### src/rtl/nonce_scheduler.sv
// -----------------------------------------------------------------------------
// nonce_scheduler
//   hash_clk-domain stage sitting directly behind the UART job receiver.
//   It captures a job on the new_work pulse and sweeps nonces from nonce_min
//   to nonce_max (inclusive) into a pipelined double-SHA256 core. It also
//   filters the core's results for hits and reports each hit back to the
//   receiver as golden_nonce, with new_golden_nonce toggling once per hit.
//
// Optional feature (compile-time macro GOLDEN_FIFO_EN):
//   defined   -> a 4-entry hit FIFO feeds the report path. A hit that
//                arrives while the FIFO is full is dropped and sets an
//                internal sticky overflow bit.
//   undefined -> a single pending slot. The newest hit seen during the hold
//                window wins. With no hold and nothing pending, a hit is
//                reported on the next cycle.
//
// Parameters:
//   ZERO_BITS    a result is a hit when the top ZERO_BITS bits of
//                res_hash_hi are zero (1..32)
//   OUT_W        width of the outstanding-result counter
//                (core depth < 2**OUT_W)
//   HOLD_CYCLES  minimum number of cycles between two report toggles
//
// Ports:
//   hash_clk, reset                     clock, async active-high reset
//   new_work, midstate, work_data,
//   nonce_min, nonce_max                job capture (new_work is a 1-cycle
//                                       pulse)
//   core_ready / core_valid, core_*     issue handshake towards the core
//   res_valid, res_nonce, res_tag,
//   res_hash_hi                         result stream from the core
//                                       (no backpressure)
//   golden_nonce, new_golden_nonce      hit report (toggle protocol)
//   busy, job_done                      job status
// -----------------------------------------------------------------------------
module nonce_scheduler #(
   parameter int ZERO_BITS   = 32,
   parameter int OUT_W       = 8,
   parameter int HOLD_CYCLES = 8
) (
   input  logic         hash_clk,
   input  logic         reset,
   input  logic         new_work,
   input  logic [255:0] midstate,
   input  logic [95:0]  work_data,
   input  logic [31:0]  nonce_min,
   input  logic [31:0]  nonce_max,
   input  logic         core_ready,
   output logic         core_valid,
   output logic [255:0] core_midstate,
   output logic [95:0]  core_data,
   output logic [31:0]  core_nonce,
   output logic [1:0]   core_tag,
   input  logic         res_valid,
   input  logic [31:0]  res_nonce,
   input  logic [1:0]   res_tag,
   input  logic [31:0]  res_hash_hi,
   output logic [31:0]  golden_nonce,
   output logic         new_golden_nonce,
   output logic         busy,
   output logic         job_done
);

   localparam int HOLD_W = $clog2(HOLD_CYCLES + 1);

   typedef enum logic [1:0] {
      IDLE  = 2'd0,
      RUN   = 2'd1,
      DRAIN = 2'd2,
      DONE  = 2'd3
   } state_t;

   state_t             state_r;
   logic [1:0]         tag_r;
   logic [31:0]        nonce_r;
   logic [31:0]        max_r;
   logic [255:0]       midstate_r;
   logic [95:0]        data_r;
   logic [OUT_W-1:0]   outstanding_r;
   logic [OUT_W-1:0]   outstanding_next_s;
   logic [HOLD_W-1:0]  hold_r;
   logic [31:0]        golden_r;
   logic               toggle_r;
   logic               job_done_r;

   logic               issue_s;
   logic               match_s;
   logic               hit_s;
   logic               report_s;
   logic [31:0]        report_nonce_s;

   assign core_valid       = (state_r == RUN);
   assign core_midstate    = midstate_r;
   assign core_data        = data_r;
   assign core_nonce       = nonce_r;
   assign core_tag         = tag_r;
   assign golden_nonce     = golden_r;
   assign new_golden_nonce = toggle_r;
   assign busy             = (state_r == RUN) || (state_r == DRAIN);
   assign job_done         = job_done_r;

   // Issue/result qualification and the next outstanding-result count
   always_comb begin
      issue_s            = (state_r == RUN) && core_ready;
      match_s            = res_valid && (res_tag == tag_r);
      hit_s              = match_s && (res_hash_hi[31 -: ZERO_BITS] == '0);
      outstanding_next_s = outstanding_r;
      if (issue_s && !match_s) begin
         outstanding_next_s = outstanding_r + OUT_W'(1);
      end else if (!issue_s && match_s && (outstanding_r != '0)) begin
         // The non-zero guard keeps a stray matching result from wrapping the count
         outstanding_next_s = outstanding_r - OUT_W'(1);
      end else begin
         outstanding_next_s = outstanding_r;
      end
   end

   // Job FSM: capture, sweep, drain, and completion pulse
   always_ff @(posedge hash_clk or posedge reset) begin
      if (reset) begin
         state_r       <= IDLE;
         tag_r         <= 2'd0;
         nonce_r       <= 32'd0;
         max_r         <= 32'd0;
         midstate_r    <= 256'd0;
         data_r        <= 96'd0;
         outstanding_r <= '0;
         job_done_r    <= 1'b0;
      end else begin
         job_done_r <= 1'b0;
         if (new_work) begin
            // Abort takes effect immediately. The new tag makes the old job's
            // in-flight results unmatched from now on.
            tag_r         <= tag_r + 2'd1;
            midstate_r    <= midstate;
            data_r        <= work_data;
            nonce_r       <= nonce_min;
            max_r         <= nonce_max;
            outstanding_r <= '0;
            state_r       <= (nonce_min > nonce_max) ? DRAIN : RUN;
         end else begin
            outstanding_r <= outstanding_next_s;
            case (state_r)
               IDLE: state_r <= IDLE;
               RUN: begin
                  if (issue_s) begin
                     // The end test comes before the increment, so max = FFFFFFFF never wraps
                     if (nonce_r == max_r) begin
                        state_r <= DRAIN;
                     end else begin
                        nonce_r <= nonce_r + 32'd1;
                     end
                  end
               end
               DRAIN: begin
                  if (outstanding_next_s == '0) begin
                     state_r    <= DONE;
                     job_done_r <= 1'b1;
                  end
               end
               DONE:    state_r <= DONE;
               default: state_r <= IDLE;
            endcase
         end
      end
   end

`ifdef GOLDEN_FIFO_EN
   logic [31:0] fifo_r [4];
   logic [1:0]  wr_ptr_r;
   logic [1:0]  rd_ptr_r;
   logic [2:0]  count_r;
   logic        overflow_r;
   logic        push_s;

   // Pop one buffered hit per report. A push into a full FIFO is allowed when it pops in the same cycle.
   always_comb begin
      report_s       = (hold_r == '0) && (count_r != 3'd0);
      report_nonce_s = 32'd0;
      if (report_s) begin
         report_nonce_s = fifo_r[rd_ptr_r];
      end else begin
         report_nonce_s = 32'd0;
      end
      push_s = hit_s && ((count_r != 3'd4) || report_s);
   end

   // Hit FIFO storage, pointers, occupancy and sticky overflow
   always_ff @(posedge hash_clk or posedge reset) begin
      if (reset) begin
         for (int i = 0; i < 4; i++) begin
            fifo_r[i] <= 32'd0;
         end
         wr_ptr_r   <= 2'd0;
         rd_ptr_r   <= 2'd0;
         count_r    <= 3'd0;
         overflow_r <= 1'b0;
      end else begin
         if (push_s) begin
            fifo_r[wr_ptr_r] <= res_nonce;
            wr_ptr_r         <= wr_ptr_r + 2'd1;
         end
         if (report_s) begin
            rd_ptr_r <= rd_ptr_r + 2'd1;
         end
         case ({push_s, report_s})
            2'b10:   count_r <= count_r + 3'd1;
            2'b01:   count_r <= count_r - 3'd1;
            default: count_r <= count_r;
         endcase
         overflow_r <= overflow_r | (hit_s & ~push_s);
      end
   end
`else
   logic        pend_valid_r;
   logic [31:0] pend_nonce_r;
   logic        store_s;

   // A pending hit goes out first. A fresh hit is reported directly only when nothing is waiting.
   always_comb begin
      report_s       = 1'b0;
      report_nonce_s = 32'd0;
      if (hold_r != '0) begin
         report_s = 1'b0;
      end else if (pend_valid_r) begin
         report_s       = 1'b1;
         report_nonce_s = pend_nonce_r;
      end else if (hit_s) begin
         report_s       = 1'b1;
         report_nonce_s = res_nonce;
      end else begin
         report_s = 1'b0;
      end
      store_s = hit_s && ((hold_r != '0) || pend_valid_r);
   end

   // Single pending slot: the newest hit overwrites it
   always_ff @(posedge hash_clk or posedge reset) begin
      if (reset) begin
         pend_valid_r <= 1'b0;
         pend_nonce_r <= 32'd0;
      end else if (store_s) begin
         pend_valid_r <= 1'b1;
         pend_nonce_r <= res_nonce;
      end else if (report_s) begin
         pend_valid_r <= 1'b0;
      end else begin
         pend_valid_r <= pend_valid_r;
      end
   end
`endif

   // Report register: latch golden nonce, toggle, and run the hold countdown
   always_ff @(posedge hash_clk or posedge reset) begin
      if (reset) begin
         golden_r <= 32'd0;
         toggle_r <= 1'b0;
         hold_r   <= '0;
      end else if (report_s) begin
         golden_r <= report_nonce_s;
         toggle_r <= ~toggle_r;
         hold_r   <= HOLD_W'(HOLD_CYCLES);
      end else if (hold_r != '0) begin
         hold_r <= hold_r - HOLD_W'(1);
      end else begin
         hold_r <= hold_r;
      end
   end

endmodule

### config.mk
export PLATFORM = sky130hd
export DESIGN_NAME = nonce_scheduler
export DESIGN_NICKNAME = d
export VERILOG_FILES = /design/src/rtl/nonce_scheduler.sv
export SDC_FILE = /design/constraint.sdc
export NUM_CORES = 1
export LEC_CHECK = 0
export BUFFER_PORTS_ARGS = -buffer_cell sky130_fd_sc_hd__buf_2
export CAP_MARGIN = 30
export CORE_AREA = 2 2 358 360
export DETAILED_ROUTE_END_ITERATION = 8
export DIE_AREA = 0 0 360 362
export GPL_ROUTABILITY_DRIVEN = 1
export PLACE_DENSITY = 0.47
export RECOVER_POWER = 50
export REMOVE_ABC_BUFFERS = 1
export SLEW_MARGIN = 0
export SYNTH_ARGS = -nofsm -noshare
export SYNTH_HDL_FRONTEND = slang
export SYNTH_SLANG_ARGS = --single-unit
### constraint.sdc
create_clock -name hash_clk -period 14.85 [get_ports hash_clk]
set_input_delay 1.485 -clock hash_clk [delete_from_list [all_inputs] [get_ports hash_clk]]
set_output_delay 1.485 -clock hash_clk [all_outputs]
set_load 0.05 [all_outputs]
# ---- Yosys cells after proc, flatten, opt, wreduce, memory -nomap -nowiden
# Cells that the tools add are included.
dict set report totals {
  ff_bits 499
  input_bits 487
  output_inout_bits 422
  elab_cells 77
}
dict set report classes {
  add_sub_neg 5
  n_lt_le_gt_ge 1
  eq_ne 9
  muxes 26
  n_bitwise 1
  reduce_logical 22
}
# op n
set op_table {}
lappend op_table {{32-bit 2-to-1 mux} 7}
lappend op_table {{32-bit by 1-bit adder with 32-bit output (second input constant)} 1}
lappend op_table {{32-bit == test} 1}
lappend op_table {{32-bit greater-than comparator} 1}
lappend op_table {{32-bit logical NOT} 1}
lappend op_table {{8-bit 2-to-1 mux} 3}
lappend op_table {{2-bit 2-to-1 mux} 5}
lappend op_table {{3-bit by 2-bit != test with 1-bit output (second input constant)} 3}
lappend op_table {{8-bit by 1-bit adder with 8-bit output (second input constant)} 1}
lappend op_table {{8-bit logical NOT} 1}
lappend op_table {{1-bit 2-to-1 mux} 8}
lappend op_table {{4-bit 2-to-1 mux} 2}
lappend op_table {{2-bit one-hot mux with 4 select lines} 1}
lappend op_table {{2-bit nonzero test} 4}
lappend op_table {{8-bit nonzero test} 1}
lappend op_table {{8-bit by 1-bit subtractor with 8-bit output (second input constant)} 1}
lappend op_table {{1-bit logical AND} 7}
lappend op_table {{3-bit AND reduction} 2}
lappend op_table {{2-bit == test (second input constant)} 2}
lappend op_table {{4-bit nonzero test} 1}
lappend op_table {{4-bit by 1-bit subtractor with 4-bit output (second input constant)} 1}
lappend op_table {{2-bit by 1-bit adder with 2-bit output (second input constant)} 1}
lappend op_table {{2-bit by 1-bit == test with 1-bit output (second input constant)} 1}
lappend op_table {{2-bit == test} 1}
lappend op_table {{5 further kinds} 7}

# ---- Longest topological paths before layout
# Gate-level depths: netlist of run 1.
dict set report depth {
  word_depth 11
  depth_mapped 11
  depth_no_buf 10
}

# ---- Worst setup path before layout of run 1
# No wires, ideal clock.
dict set report synth_timing {
  kind {input-to-reg}
  startpoint {input core_ready}
  endpoint {register state_r[0]}
  setup_time_ns 0.120
  arrival_time_ns 3.321
  t_required_ns 14.730
  setup_slack_ns 11.408
  path_stages 8
  n_path_buf 0
  cell_sequence {a211o_1 or4b_1 mux2i_1 xnor2_1 nand2_1 nand4bb_4 or3_1 and4_1}
}
dict set report synth_between {
  elab_chain_cells 9
  elab_cells_between_ends 11
  cone_classes {eq/ne (2); mux (2); reduce/logical (7)}
}
# item line_no
set synth_rtl {}
lappend synth_rtl {{start, declared} 48} ;# input logic core_ready,
lappend synth_rtl {{1-bit logical AND *} 104} ;# issue_s = (state_r == RUN) && core_ready;
lappend synth_rtl {{1-bit logical NOT} 110} ;# end else if (!issue_s && match_s && (outstanding_r != '0)) begin
lappend synth_rtl {{1-bit logical AND (2 in series)} 110}
lappend synth_rtl {{8-bit 2-to-1 mux} 110}
lappend synth_rtl {{8-bit 2-to-1 mux} 108} ;# if (issue_s && !match_s) begin
lappend synth_rtl {{8-bit logical NOT} 156} ;# if (outstanding_next_s == '0) begin
lappend synth_rtl {{3-bit by 2-bit != test with 1-bit output (no source line)} --}
lappend synth_rtl {{3-bit AND reduction (no source line) *} --}
lappend synth_rtl {{end signal, assigned} 140} ;# state_r <= (nonce_min > nonce_max) ? DRAIN : RUN;
lappend synth_rtl {{end, declared} 73} ;# state_t state_r;
# Mark *: on every way between the ends. The rest lies on a longest branch, timed or not.
# A chain may end at the register's enable or synchronous reset.

# ---- Worst setup path in the final report of run 1
dict set report layout_timing {
  startpoint {input new_work}
  endpoint {register midstate_r[98], in the netlist core_midstate[98]}
}
# item line_no
set layout_lines {}
lappend layout_lines {{start, declared} 43} ;# input logic new_work,
lappend layout_lines {{end signal, assigned} 135} ;# midstate_r <= midstate;
lappend layout_lines {{end, declared} 77} ;# logic [255:0] midstate_r;
# No word-level cell between the ends.

==> results of run 1 <==
-- cells in the mapped netlist (6+ instances only) --
master    number  share of area (%)
a21oi_1       13               0.31
nand4_1       18               0.54
xnor2_1       31                1.3
xor2_1        45                1.9
nor4_1        21               0.63
inv_1         46               0.82
and3_1         8               0.24
nor3_1         9               0.21
nor2b_1        6               0.18
o21ai_0       58                1.4
nand2_1       95                1.7
a21o_1        10               0.36
nor2_1        33               0.59
dfrtp_1      499                 60
clkbuf_1      64                1.1
mux2i_1       35                1.7
ha_1          41                2.4
mux2_2       413                 22
o21ai_1       14               0.33
nand3_1       10               0.24
-- layout by cell type (no fill, tap or decap), types with 12 or more instances in the layout --
cell,Yosys,layout
nor4_1,21,20
xor2_1,45,45
nand2_1,95,95
diode_2,0,16
inv_1,46,45
a21oi_1,13,13
clkbuf_16,0,67
ha_1,41,41
nand4_1,18,18
o21ai_0,58,61
mux2i_1,35,35
clkbuf_8,0,12
clkbuf_1,64,271
dfrtp_1,499,498
buf_2,4,664
mux2_2,413,413
nor2_1,33,33
xnor2_1,31,31
-- layer usage --
layer	wire length (um)	vias up
met5	69	-
met4	2760	10
met3	9510	171
met2	41500	584
met1	31700	7884
li1	-	7255
-- worst max path at each step --
stage | startpoint | to | slack, ns
after floorplan | reset | core_data[0]$_DFFE_PP0P_ | -0.57
final | new_work | core_midstate[98]$_DFFE_PP0P_ | 6.19
after global routing | new_work | core_data[80]$_DFFE_PP0P_ | 5.36
after global placement | new_work | core_midstate[180]$_DFFE_PP0P_ | 9.80
after CTS | new_work | core_data[41]$_DFFE_PP0P_ | 10.51
after detailed placement | new_work | core_midstate[54]$_DFFE_PP0P_ | 9.80
-- logic make-up (layout without fill, tap and decap cells) --
family / count (synthesis) / after routing / synth area share, %
adders and majority gates: 42 / 42 / 2.49
buffers and inverters: 116 / 1093 / 2.17
and+or+nand+nor: 222 / 222 / 5.25
xor gates and xnor gates: 76 / 76 / 3.17
other: 0 / 16 / 0
DFF: 499 / 499 / 59.5
muxes: 452 / 452 / 24.1
AOI/OAI and AO/OA: 118 / 118 / 3.35
-- per-stage QoR --
| stage | area, um2 | power, mW | std cells | hold WS (ns) |
|---|---|---|---|---|
| 2_1_floorplan | 20700 | 2.28 | 1455 | 0.458 |
| 3_3_place_gp | 27500 | 2.62 | 4042 | 0.459 |
| 3_5_place_dp | 27500 | 2.63 | 4043 | 0.465 |
| 4_1_cts | 29700 | 4.35 | 4162 | 0.473 |
| 5_1_grt | 29400 | 4.46 | 4170 | 0.503 |
| 6_report | 29400 | 4.25 | 4180 | 0.474 |
-- layout make-up --
cell class	instances	area [um2]
sequential	499	12500
clock buffer	97	1910
multi-input combinational	910	8060
fill	13700	97300
tap	1662	2080
clock inverter	22	319
antenna	16	40.0
inverter	46	174
timing repair buffer	928	4380
-- sequential cells by signal, summed over array words and instances, names as in the netlist --
register          count
core_nonce           32
core_tag              2
golden_nonce         32
new_golden_nonce      1
job_done              1
core_data            96
max_r                32
pend_nonce_r         32
pend_valid_r          1
outstanding_r         8
hold_r                4
state_r               2
core_midstate       256
-- where the power goes --
| part | total [mW] | switching (mW) | internal [mW] |
|---|---|---|---|
| Combinational | 1.00 | 0.712 | 0.290 |
| Clock | 1.67 | 0.667 | 1.00 |
| Sequential | 1.58 | 0.0930 | 1.49 |
| Total | 4.25 | 1.47 | 2.78 |
-- worst max-delay path, cell delays in order --
cell and delay (ns):
clkbuf_1 2.83, clkbuf_1 2.48, buf_4 0.94, buf_4 0.78
mux2_2 0.41
==> key figures, run 1 <==
Status
  • Status: finished with violations
  • Failing checks: capacitance limit, slew limit

STA
  • Actual slew at the worst max-slew pin: between 5 and 6 ns
  • Worst Setup Slack, final: just over 6 ns
  • Max Slew Vio Count: around 540
  • Final hold viol count: 0
  • Worst slew margin: -261%
  • Skew final: roughly 0.015 ns
  • Setup TNS: 0 ns
  • RSZ-0062 raised after global routing: no
  • Period minus WS final: 8.66 ns
  • Final period util: 58.3%
  • Final setup fails: 0
  • FMAX: 0.116 GHz

Floorplanning
  • Die area: between 100000 and 150000 um2
  • Row count: 131
  • Die Wd: 360 um
  • DIE HEIGHT: ~360 um
  • Ports: approximately 910
  • Starting Density: 16.6%
  • Core area: ~130000 um2

Routing
  • Routed wire length: 85600 um
  • DRT Pass-1 Iters: 4
  • Via count: ~16000
  • Iter 0 DRT Violations: between 600 and 700
  • DRC Markers: 0
  • Vias/cell: between 3 and 4
  • ANT nets after route: 0
  • Routed len/inst: a little over 20 um

Clocking
  • Setup repair bufs after CTS: 0
  • Clock Sinks: 499
  • Clock Latency Late Sink: 0.64 ns
  • CTS root buf: clkbuf_16
  • Clock-pin slew on the worst setup and hold paths: ~0.05 ns
  • Longest Clk Path Bufs: 3
  • Cts bufs inserted: 67
  • # resized after CTS: 0
  • TritonCTS clock tree: yes
  • H-tree depth: 3
  • Hold_buf cts: 0

Global routing
  • Initial antenna violation count: 58
  • Met2 usage: between 20% and 30%
  • GRT busiest layer: met2
  • Global-route wire length before repair: about 120000 um
  • Met1 GRT Util: roughly 14%
  • All-Layer GR Usage: between 10% and 20%
  • Number of global-route vias before repair: between 15000 and 20000
  • Grt met3 use: about 6%
  • Largest net degree at the start of global routing: 116
  • Total gr overflow: 0

Hold path
  • WHS Endpoint: golden_nonce[2]$_DFFE_PP0P_
  • Cells on Worst Hold Path: 2
  • Hold Path Origin: golden_nonce[2]$_DFFE_PP0P_
  • Min-Delay Path Class: reg -> reg

Logic synthesis
  • Avg Cell Area, Syn: 13.8 um2
  • Post-Syn Area: 21000 um2
  • Post-synthesis sequential area ratio: between 50% and 60%
  • Synth cell types: 50
  • Async S/R FF share, synth: 100%
  • Ys Warns: 0
  • Syn Inst Count: 1525
  • Flops & latches, synth: ~500
  • Post-synth top flop: dfrtp_1
  • EDFF count, synth: 0

Critical path
  • Worst endpoint required time: about 15 ns
  • Kind of critical path: in -> reg
  • Worst Reg-to-Reg Cells: 9
  • Worst-path maximum fanout: 84
  • CP arrival: slightly above 9 ns
  • Reg-to-reg endpoint: core_nonce[24]$_DFFE_PP0P_
  • Flop2flop setup slack: about 12 ns
  • Nature of the critical path endpoint: register
  • Worst r2r src: core_nonce[24]$_DFFE_PP0P_
  • Startpoint Class: input port

Placement
  • RD Place Congestion: 0.833
  • Port bufs: just over 900
  • Setup slack after placement: slightly below 10 ns
  • DP HPWL: 67400 um

Run
  • # Max-Cap Violations: 8

Final layout
  • Fraction of layout cells with a size suffix above 1: between 40% and 50%
  • Final #Nets: roughly 3000
  • Fin util: between 20% and 30%
  • P&R area growth vs syn: 40.3%

Pwr
  • Pwr dens: 144 nW/um2
  • Max IR drop VDD: 98.5 uV
  • Pleak: 13.2 nW
Note: power is estimated with default switching activity, not from simulation.
==> inputs of run 2 (changes only) <==
--- a/config.mk
+++ b/config.mk
@@ -5,11 +5,12 @@
 export SDC_FILE = /design/constraint.sdc
 export NUM_CORES = 1
 export LEC_CHECK = 0
+export ABC_AREA = 1
 export BUFFER_PORTS_ARGS = -buffer_cell sky130_fd_sc_hd__buf_2
 export CAP_MARGIN = 30
-export CORE_AREA = 2 2 358 360
+export CORE_AREA = 2 2 352 354
 export DETAILED_ROUTE_END_ITERATION = 8
-export DIE_AREA = 0 0 360 362
+export DIE_AREA = 0 0 354 356
 export GPL_ROUTABILITY_DRIVEN = 1
 export PLACE_DENSITY = 0.47
 export RECOVER_POWER = 50
==> constraint.sdc (replaced) <==
create_clock -name hash_clk -period 9.06 [get_ports hash_clk]
set_input_delay 0.906 -clock hash_clk [delete_from_list [all_inputs] [get_ports hash_clk]]
set_output_delay 0.906 -clock hash_clk [all_outputs]
set_load 0.05 [all_outputs]
==> run 2 against run 1 <==
  * The flow still finishes with violations (capacitance limit, slew limit)
  * Sequential share of layout area shrank 1.0 points
  * Sequential power up 67%
  * Via count is 28% higher
  * Largest cell class unchanged
  * Clock power rose by 64%
  * Final cell count up 24%
  * First-iteration DRC count increased by 83%
  * Area after synthesis increased by 3.9%
==> key figures, run 2 <==
Logic synthesis
  • Post-synth top flop: dfrtp_1
  • Synth cell types: 37
  • Post-synthesis sequential area ratio: between 50% and 60%
  • Post-Syn Area: ~22000 um2
  • EDFF count, synth: 0
  • Share of the synthesized area in the top cell type: roughly 57%
  • Largest cells by area after synthesis: dfrtp_1 57%, nand2_1 22%, nor2_1 2.4%, ha_1 2.4%, a21oi_1 2.1%
  • Async S/R FF share, synth: between 90% and 100%
  • Post-synth top cells: 1273 x nand2_1, 499 x dfrtp_1, 139 x nor2_1
  • Avg Cell Area, Syn: about 8.4 um2
  • Flops & latches, synth: 499
  • Cell taking the most area after synthesis: dfrtp_1
  • Syn Inst Count: 2611
  • Cell with the most instances after synthesis: nand2_1
  • Ys Warns: 0

Floorplanning
  • Starting Density: between 10% and 20%
  • Row count: approximately 130
  • DIE HEIGHT: about 360 um
  • Ports: between 900 and 1000
  • Die Wd: roughly 350 um
  • Core area: 123000 um2
  • Die area: around 130000 um2

Final layout
  • Fillers: between 10000 and 15000
  • Commonest non-fill, non-tap cell in the layout: nand2_1
  • Area of the multi-input gates: about 8300 um2
  • Fraction of layout cells with a size suffix above 1: between 20% and 30%
  • Final Cell Area: 30200 um2
  • Most frequent cells in the layout: 1273 x nand2_1, 685 x buf_2, 498 x dfrtp_1
  • Final #Nets: 4014
  • Max reg flops: ~260
  • Fin util: ~25%
  • Register Area: ~12000 um2
  • P&R area growth vs syn: 38.4%

Placement
  • Cell Area, Placed: between 20000 and 30000 um2
  • DP HPWL: around 75000 um
  • Setup slack after placement: about 5.2 ns
  • Port bufs: just over 900
  • RD Place Congestion: approximately 0.85

Pwr
  • Max IR drop VDD: 147 uV
  • Clk network pwr share: approximately two fifths
  • Total power: 7.18 mW
  • Pleak: about 16 nW
  • Int Pwr: between 4 and 5 mW
  • Combinational cell fraction of total power: between 20 and 30%
  • Switching power: 2.68 mW
  • Sequential share of power: a little under two fifths
  • Pwr dens: around 240 nW/um2
  • Sw Ratio: approximately 37%

Critical path
  • Flop2flop setup slack: about 6 ns
  • Crit path from: reset
  • Nature of the critical path endpoint: async pin
  • Worst setup path endpoint: core_data[0]$_DFFE_PP0P_
  • Startpoint Class: input port
  • Worst r2r src: core_tag[0]$_DFFE_PP0P_
  • Reg-to-reg endpoint: golden_nonce[17]$_DFFE_PP0P_
  • Kind of critical path: in -> async
  • Worst-path maximum fanout: ~120
  • CP arrival: approximately 5.3 ns
  • Worst Reg-to-Reg Cells: 8
  • Worst endpoint required time: between 9 and 10 ns

STA
  • Actual slew at the worst max-slew pin: around 5.0 ns
  • Final hold viol count: 0
  • Skew final: about 0.018 ns
  • Max Slew Vio Count: around 150
  • RSZ-0062 raised after global routing: no
  • Final period util: around half
  • Worst slew margin: -231%
  • FMAX: between 0.2 and 0.25 GHz
  • Period minus WS final: 4.63 ns
  • Worst Setup Slack, final: about 4.4 ns
  • Final setup fails: 0

Routing
  • DRC Markers: 0
  • Vias/cell: 3.93
  • Via count: 20400
  • Routed len/inst: roughly 19 um
  • ANT nets after route: 0
  • DRT Pass-1 Iters: 5
  • Routed wire length: between 90000 and 100000 um
  • Iter 0 DRT Violations: roughly 1200

Clocking
  • Clock-pin slew on the worst setup and hold paths: ~0.05 ns
  • CTS root buf: clkbuf_16
  • TritonCTS clock tree: yes
  • # resized after CTS: 0
  • Setup repair bufs after CTS: 0
  • H-tree depth: 3
  • Hold_buf cts: 0
  • Clock Latency Late Sink: 0.62 ns
  • Clock Sinks: between 400 and 500
  • Longest Clk Path Bufs: 3
  • Cts bufs inserted: 68

Status
  • Status: finished with violations
  • Failing checks: capacitance limit, slew limit

Global routing
  • Number of global-route vias before repair: ~20000
  • Largest net degree at the start of global routing: 172
  • Initial antenna violation count: 47
  • Global-route wire length before repair: 139000 um
  • Total gr overflow: 0
  • All-Layer GR Usage: 14.9%

Run
  • # Max-Cap Violations: 2

Hold path
  • Min-Delay Path Class: reg -> reg
==> run 2: cell count changes in the layout (fill, tap and decap cells not counted), moves of 10 or more <==
cell      change
inv_1        +75
mux2i_1      -35
clkbuf_1     -34
a21o_1       -10
o21ai_0      +30
nor2_1      +106
nand3_1      +30
mux2_2      -413
nand2_1    +1178
a21oi_1      +80
xor2_1       -19
nor2_2       +11
buf_2        +21
o22ai_1      +10
==> run 2: worst min-delay path by stage <==
stage | from | endpoint | slack [ns] | depth (start not counted)
after CTS | reset | core_midstate[205]$_DFFE_PP0P_ | 0.39 | 2
after detailed placement | core_midstate[10]$_DFFE_PP0P_ | core_midstate[10]$_DFFE_PP0P_ | 0.45 | 2
final | core_midstate[150]$_DFFE_PP0P_ | core_midstate[150]$_DFFE_PP0P_ | 0.46 | 2
after floorplan | hold_r[1]$_DFFE_PP0P_ | hold_r[1]$_DFFE_PP0P_ | 0.45 | 2
after global placement | core_midstate[225]$_DFFE_PP0P_ | core_midstate[225]$_DFFE_PP0P_ | 0.45 | 2
after global routing | midstate[44] | core_midstate[44]$_DFFE_PP0P_ | 0.44 | 3
==> run 2: cell families after synthesis <==
| group | after synthesis | share of synthesized area [%] |
|---|---|---|
| AO/OA/AOI/OAI | 213 | 5.09 |
| adder cells (fa/ha/maj) | 41 | 2.35 |
| buffers and inverters | 251 | 4.72 |
| flip-flops | 499 | 57.3 |
| XOR/XNOR | 64 | 2.57 |
| AND/OR/NAND/NOR | 1543 | 28.0 |
==> run 2: layer usage <==
| metal | up-vias | global-route usage, % | routed length [um] | part of all wire [%] |
|---|---|---|---|---|
| met4 | 6 | 5.35 | 2560 | 2.6 |
| met1 | 9553 | 17.3 | 38500 | 40 |
| met2 | 768 | 24.5 | 46400 | 48 |
| met3 | 167 | 6.35 | 9920 | 10 |
| met5 | - | 0 | 46 | 0.047 |
| li1 | 9903 | - | - | - |
==> run 2: cell type report <==
type,count,share of cell area [%]
inverters,127,1.61
clock buffers,94,6.43
flip-flops and latches,499,41.4
clock inverters,28,1.14
repair buffers,929,15.0
multi-input cells,1861,27.5
well taps,1637,6.79
diodes,15,0.124
==> run 2: power by group through the flow <==
stage	Combinational [mW]	Clock, mW	Sequential (mW)
after detailed placement	1.84	0	2.68
after global placement	1.83	0	2.68
final	1.79	2.74	2.64
after CTS	1.84	2.85	2.64
after global routing	1.95	2.93	2.67
after floorplan	0.602	0	3.27
==> run 2: stage by stage <==
stage	std cells	setup TNS [ns]	hold slack [ns]
finish	5190	0	0.464
global route	5189	0	0.436
CTS	5172	0	0.393
detailed placement	5050	0	0.453
global placement	5048	0	0.447
floorplan	2487	-2909.80	0.453
==> run 2: critical path, cell delays in order <==
cell	delay (ns)
buf_2	0.10
clkinvlp_2	2.70
buf_12	0.50
buf_4	0.77
==> inputs of run 3 (changes only) <==
--- a/config.mk
+++ b/config.mk
@@ -8,11 +8,11 @@
 export ABC_AREA = 1
 export BUFFER_PORTS_ARGS = -buffer_cell sky130_fd_sc_hd__buf_2
 export CAP_MARGIN = 30
-export CORE_AREA = 2 2 352 354
+export CORE_AREA = 2 2 350 352
 export DETAILED_ROUTE_END_ITERATION = 8
-export DIE_AREA = 0 0 354 356
+export DIE_AREA = 0 0 352 354
 export GPL_ROUTABILITY_DRIVEN = 1
-export PLACE_DENSITY = 0.47
+export PLACE_DENSITY = 0.48
 export RECOVER_POWER = 50
 export REMOVE_ABC_BUFFERS = 1
 export SLEW_MARGIN = 0
==> constraint.sdc (replaced) <==
create_clock -name hash_clk -period 4.06 [get_ports hash_clk]
set_input_delay 0.406 -clock hash_clk [delete_from_list [all_inputs] [get_ports hash_clk]]
set_output_delay 0.406 -clock hash_clk [all_outputs]
set_load 0.05 [all_outputs]
==> run 3 against run 2 <==
  * The flow still finishes with violations (capacitance limit, slew limit)
  * First-iteration DRC count is 8.2% higher
  * Power increased by 130%
  * Non-clock buffer count up 344
  * Clock-buffer cell count up 5
  * Final cell count rose by 6.4%
  * Flip-flop and latch count unchanged
  * Sequential share of layout area fell by 4.5 points
  * Via count grew 7.5%
  * Register-to-register slack got worse by 4.6 ns
  * Hold slack worse by 0.42 ns
  * Setup slack lost 3.4 ns
  * Final area up 12%
  * Largest cell class unchanged
  * Highest routed layer unchanged
==> key figures, run 3 (synthesis gave the netlist of run 2 again) <==
Status
  • Status: finished with violations
  • Failing checks: capacitance limit, slew limit

STA
  • Worst slew margin: -107%
  • Final setup fails: 0
  • Worst Setup Slack, final: around 1 ns
  • Actual slew at the worst max-slew pin: between 3 and 4 ns
  • Final hold viol count: 0
  • Setup TNS: 0 ns
  • FMAX: 0.326 GHz
  • Period minus WS final: between 3 and 4 ns
  • Hold Slack: around 0.042 ns
  • Skew final: between 0.03 and 0.04 ns
  • RSZ-0062 raised after global routing: no
  • Max Slew Vio Count: around 670
  • Final period util: 75.5%

Hold path
  • Min-Delay Path Class: in -> reg
  • Cells on Worst Hold Path: 3

Final layout
  • Fraction of layout cells with a size suffix above 1: approximately 28%
  • P&R area growth vs syn: 55.4%
  • Max reg flops: 256
  • Commonest non-fill, non-tap cell in the layout: nand2_1
  • Final #Nets: 4358
  • Fillers: 13100
  • Most frequent cells in the layout: 1273 x nand2_1, 907 x buf_2, 498 x dfrtp_1
  • Non-filler cells, final: about 5500

Critical path
  • Startpoint Class: input port
  • Worst Reg-to-Reg Cells: 9
  • Crit-path cells: buf_8 -> clkbuf_2 -> nand2_1 -> nand2_1
  • Critical Path Most Common Cell: nand2_1
  • Worst endpoint required time: about 4.6 ns
  • Max stage delay on crit path: between 1.5 and 2 ns
  • Worst-path maximum fanout: between 100 and 150
  • Kind of critical path: in -> reg
  • Slowest CP cell: clkbuf_2
  • CP arrival: about 3.6 ns
  • Nature of the critical path endpoint: register

Clocking
  • Clock Latency Late Sink: ~0.63 ns
  • TritonCTS clock tree: yes
  • # resized after CTS: 0
  • CTS root buf: clkbuf_16
  • Longest Clk Path Bufs: 3
  • Cts bufs inserted: between 60 and 70
  • Clock-pin slew on the worst setup and hold paths: 0.06 ns
  • H-tree depth: 3
  • Clock Sinks: between 400 and 500

Placement
  • Setup slack after placement: ~1.5 ns
  • RD Place Congestion: roughly 0.9
  • Port bufs: 908
  • Cells after DPL: between 5000 and 6000
  • DP HPWL: approximately 76000 um

Floorplanning
  • Core area: roughly 120000 um2
  • DIE HEIGHT: ~350 um
  • Starting Density: between 15 and 20%
  • Ports: 909
  • Row count: 128
  • Die area: about 120000 um2
  • Die Wd: about 350 um

Routing
  • Via count: 21900
  • DRC Markers: 0
  • Vias/cell: ~4.0
  • Routed len/inst: between 15 and 20 um
  • DRT Pass-1 Iters: 5
  • Routed wire length: approximately 100000 um
  • Iter 0 DRT Violations: 1350
  • ANT nets after route: 0

Pwr
  • Sw Ratio: a little under two fifths
  • Combinational cell fraction of total power: between 20% and 30%
  • Pleak: around 18 nW
  • Pwr dens: 488 nW/um2
  • Switching power: roughly 6 mW
  • Int Pwr: 10.5 mW
  • Sequential share of power: 35.5%
  • Clk network pwr share: 38.0%
  • Total power: between 15 and 20 mW
  • Max IR drop VDD: 326 uV

Run
  • # Max-Cap Violations: 6

Global routing
  • Number of global-route vias before repair: about 22000
  • Largest net degree at the start of global routing: 167
  • Global-route wire length before repair: approximately 150000 um
  • Total gr overflow: 0
  • All-Layer GR Usage: 15.9%
  • Initial antenna violation count: 28
[run 3: repair_timing]
action                                 in CTS  in global routing
endpoints found under the hold margin     367                  0
hold buffers                              343                  0
setup buffers                               0                  0
[run 3: path summary, 6_finish.rpt]
path                                               start                            end  slack, ns
max reg2reg                   core_nonce[18]$_DFFE_PP0P_     core_nonce[21]$_DFFE_PP0P_       1.46
max                                             new_work      core_data[71]$_DFFE_PP0P_       0.99
min                                        work_data[85]      core_data[85]$_DFFE_PP0P_       0.04
max in group asynchronous                          reset      core_data[71]$_DFFE_PP0P_       1.17
min reg2reg                core_midstate[83]$_DFFE_PP0P_  core_midstate[83]$_DFFE_PP0P_       0.46
min in group asynchronous                          reset  core_midstate[14]$_DFFE_PP0P_       0.30
[run 3: metrics by stage]
step | utilization [%] | cell area [um2]
after CTS | 28.1 | 34000
after detailed placement | 23.3 | 28200
after global routing | 28.0 | 33900
final | 28.0 | 33900
after floorplan | - | 21300
after global placement | 23.3 | 28200
[run 3: per-layer routing]
layer	wire, um	GRT usage [%]	vias up	share of wire, %
met4	2560	4.72	2	2.5
met2	49800	27.0	741	49
met5	13	0	-	0.013
met1	40600	18.7	10400	40
li1	-	-	10600	-
met3	8670	5.57	150	8.5
[run 3: worst max-delay path: cells and delay by family]
family,cells,cell delay (ns)
and+or+nand+nor,2,0.74
buffers and inverters,2,2.22
[run 3: layout make-up]
class	instances	area [um2]	share of cell area (%)
repair buffers	1273	8190	24.2
inverters	127	485	1.43
well taps	1625	2030	6.00
multi-input cells	1861	8310	24.5
diodes	17	42.5	0.125
clock inverters	21	359	1.06
flip-flops and latches	499	12500	36.8
clock buffers	99	1990	5.87
[run 3: power groups by stage]
| stage | clock, mW | sequential (mW) | combinational, mW |
|---|---|---|---|
| 2_1_floorplan | 0 | 7.29 | 1.34 |
| 3_3_place_gp | 0 | 5.93 | 4.15 |
| 3_5_place_dp | 0 | 5.94 | 4.15 |
| 4_1_cts | 6.54 | 5.86 | 4.46 |
| 5_1_grt | 6.74 | 5.93 | 4.76 |
| 6_report | 6.30 | 5.87 | 4.38 |
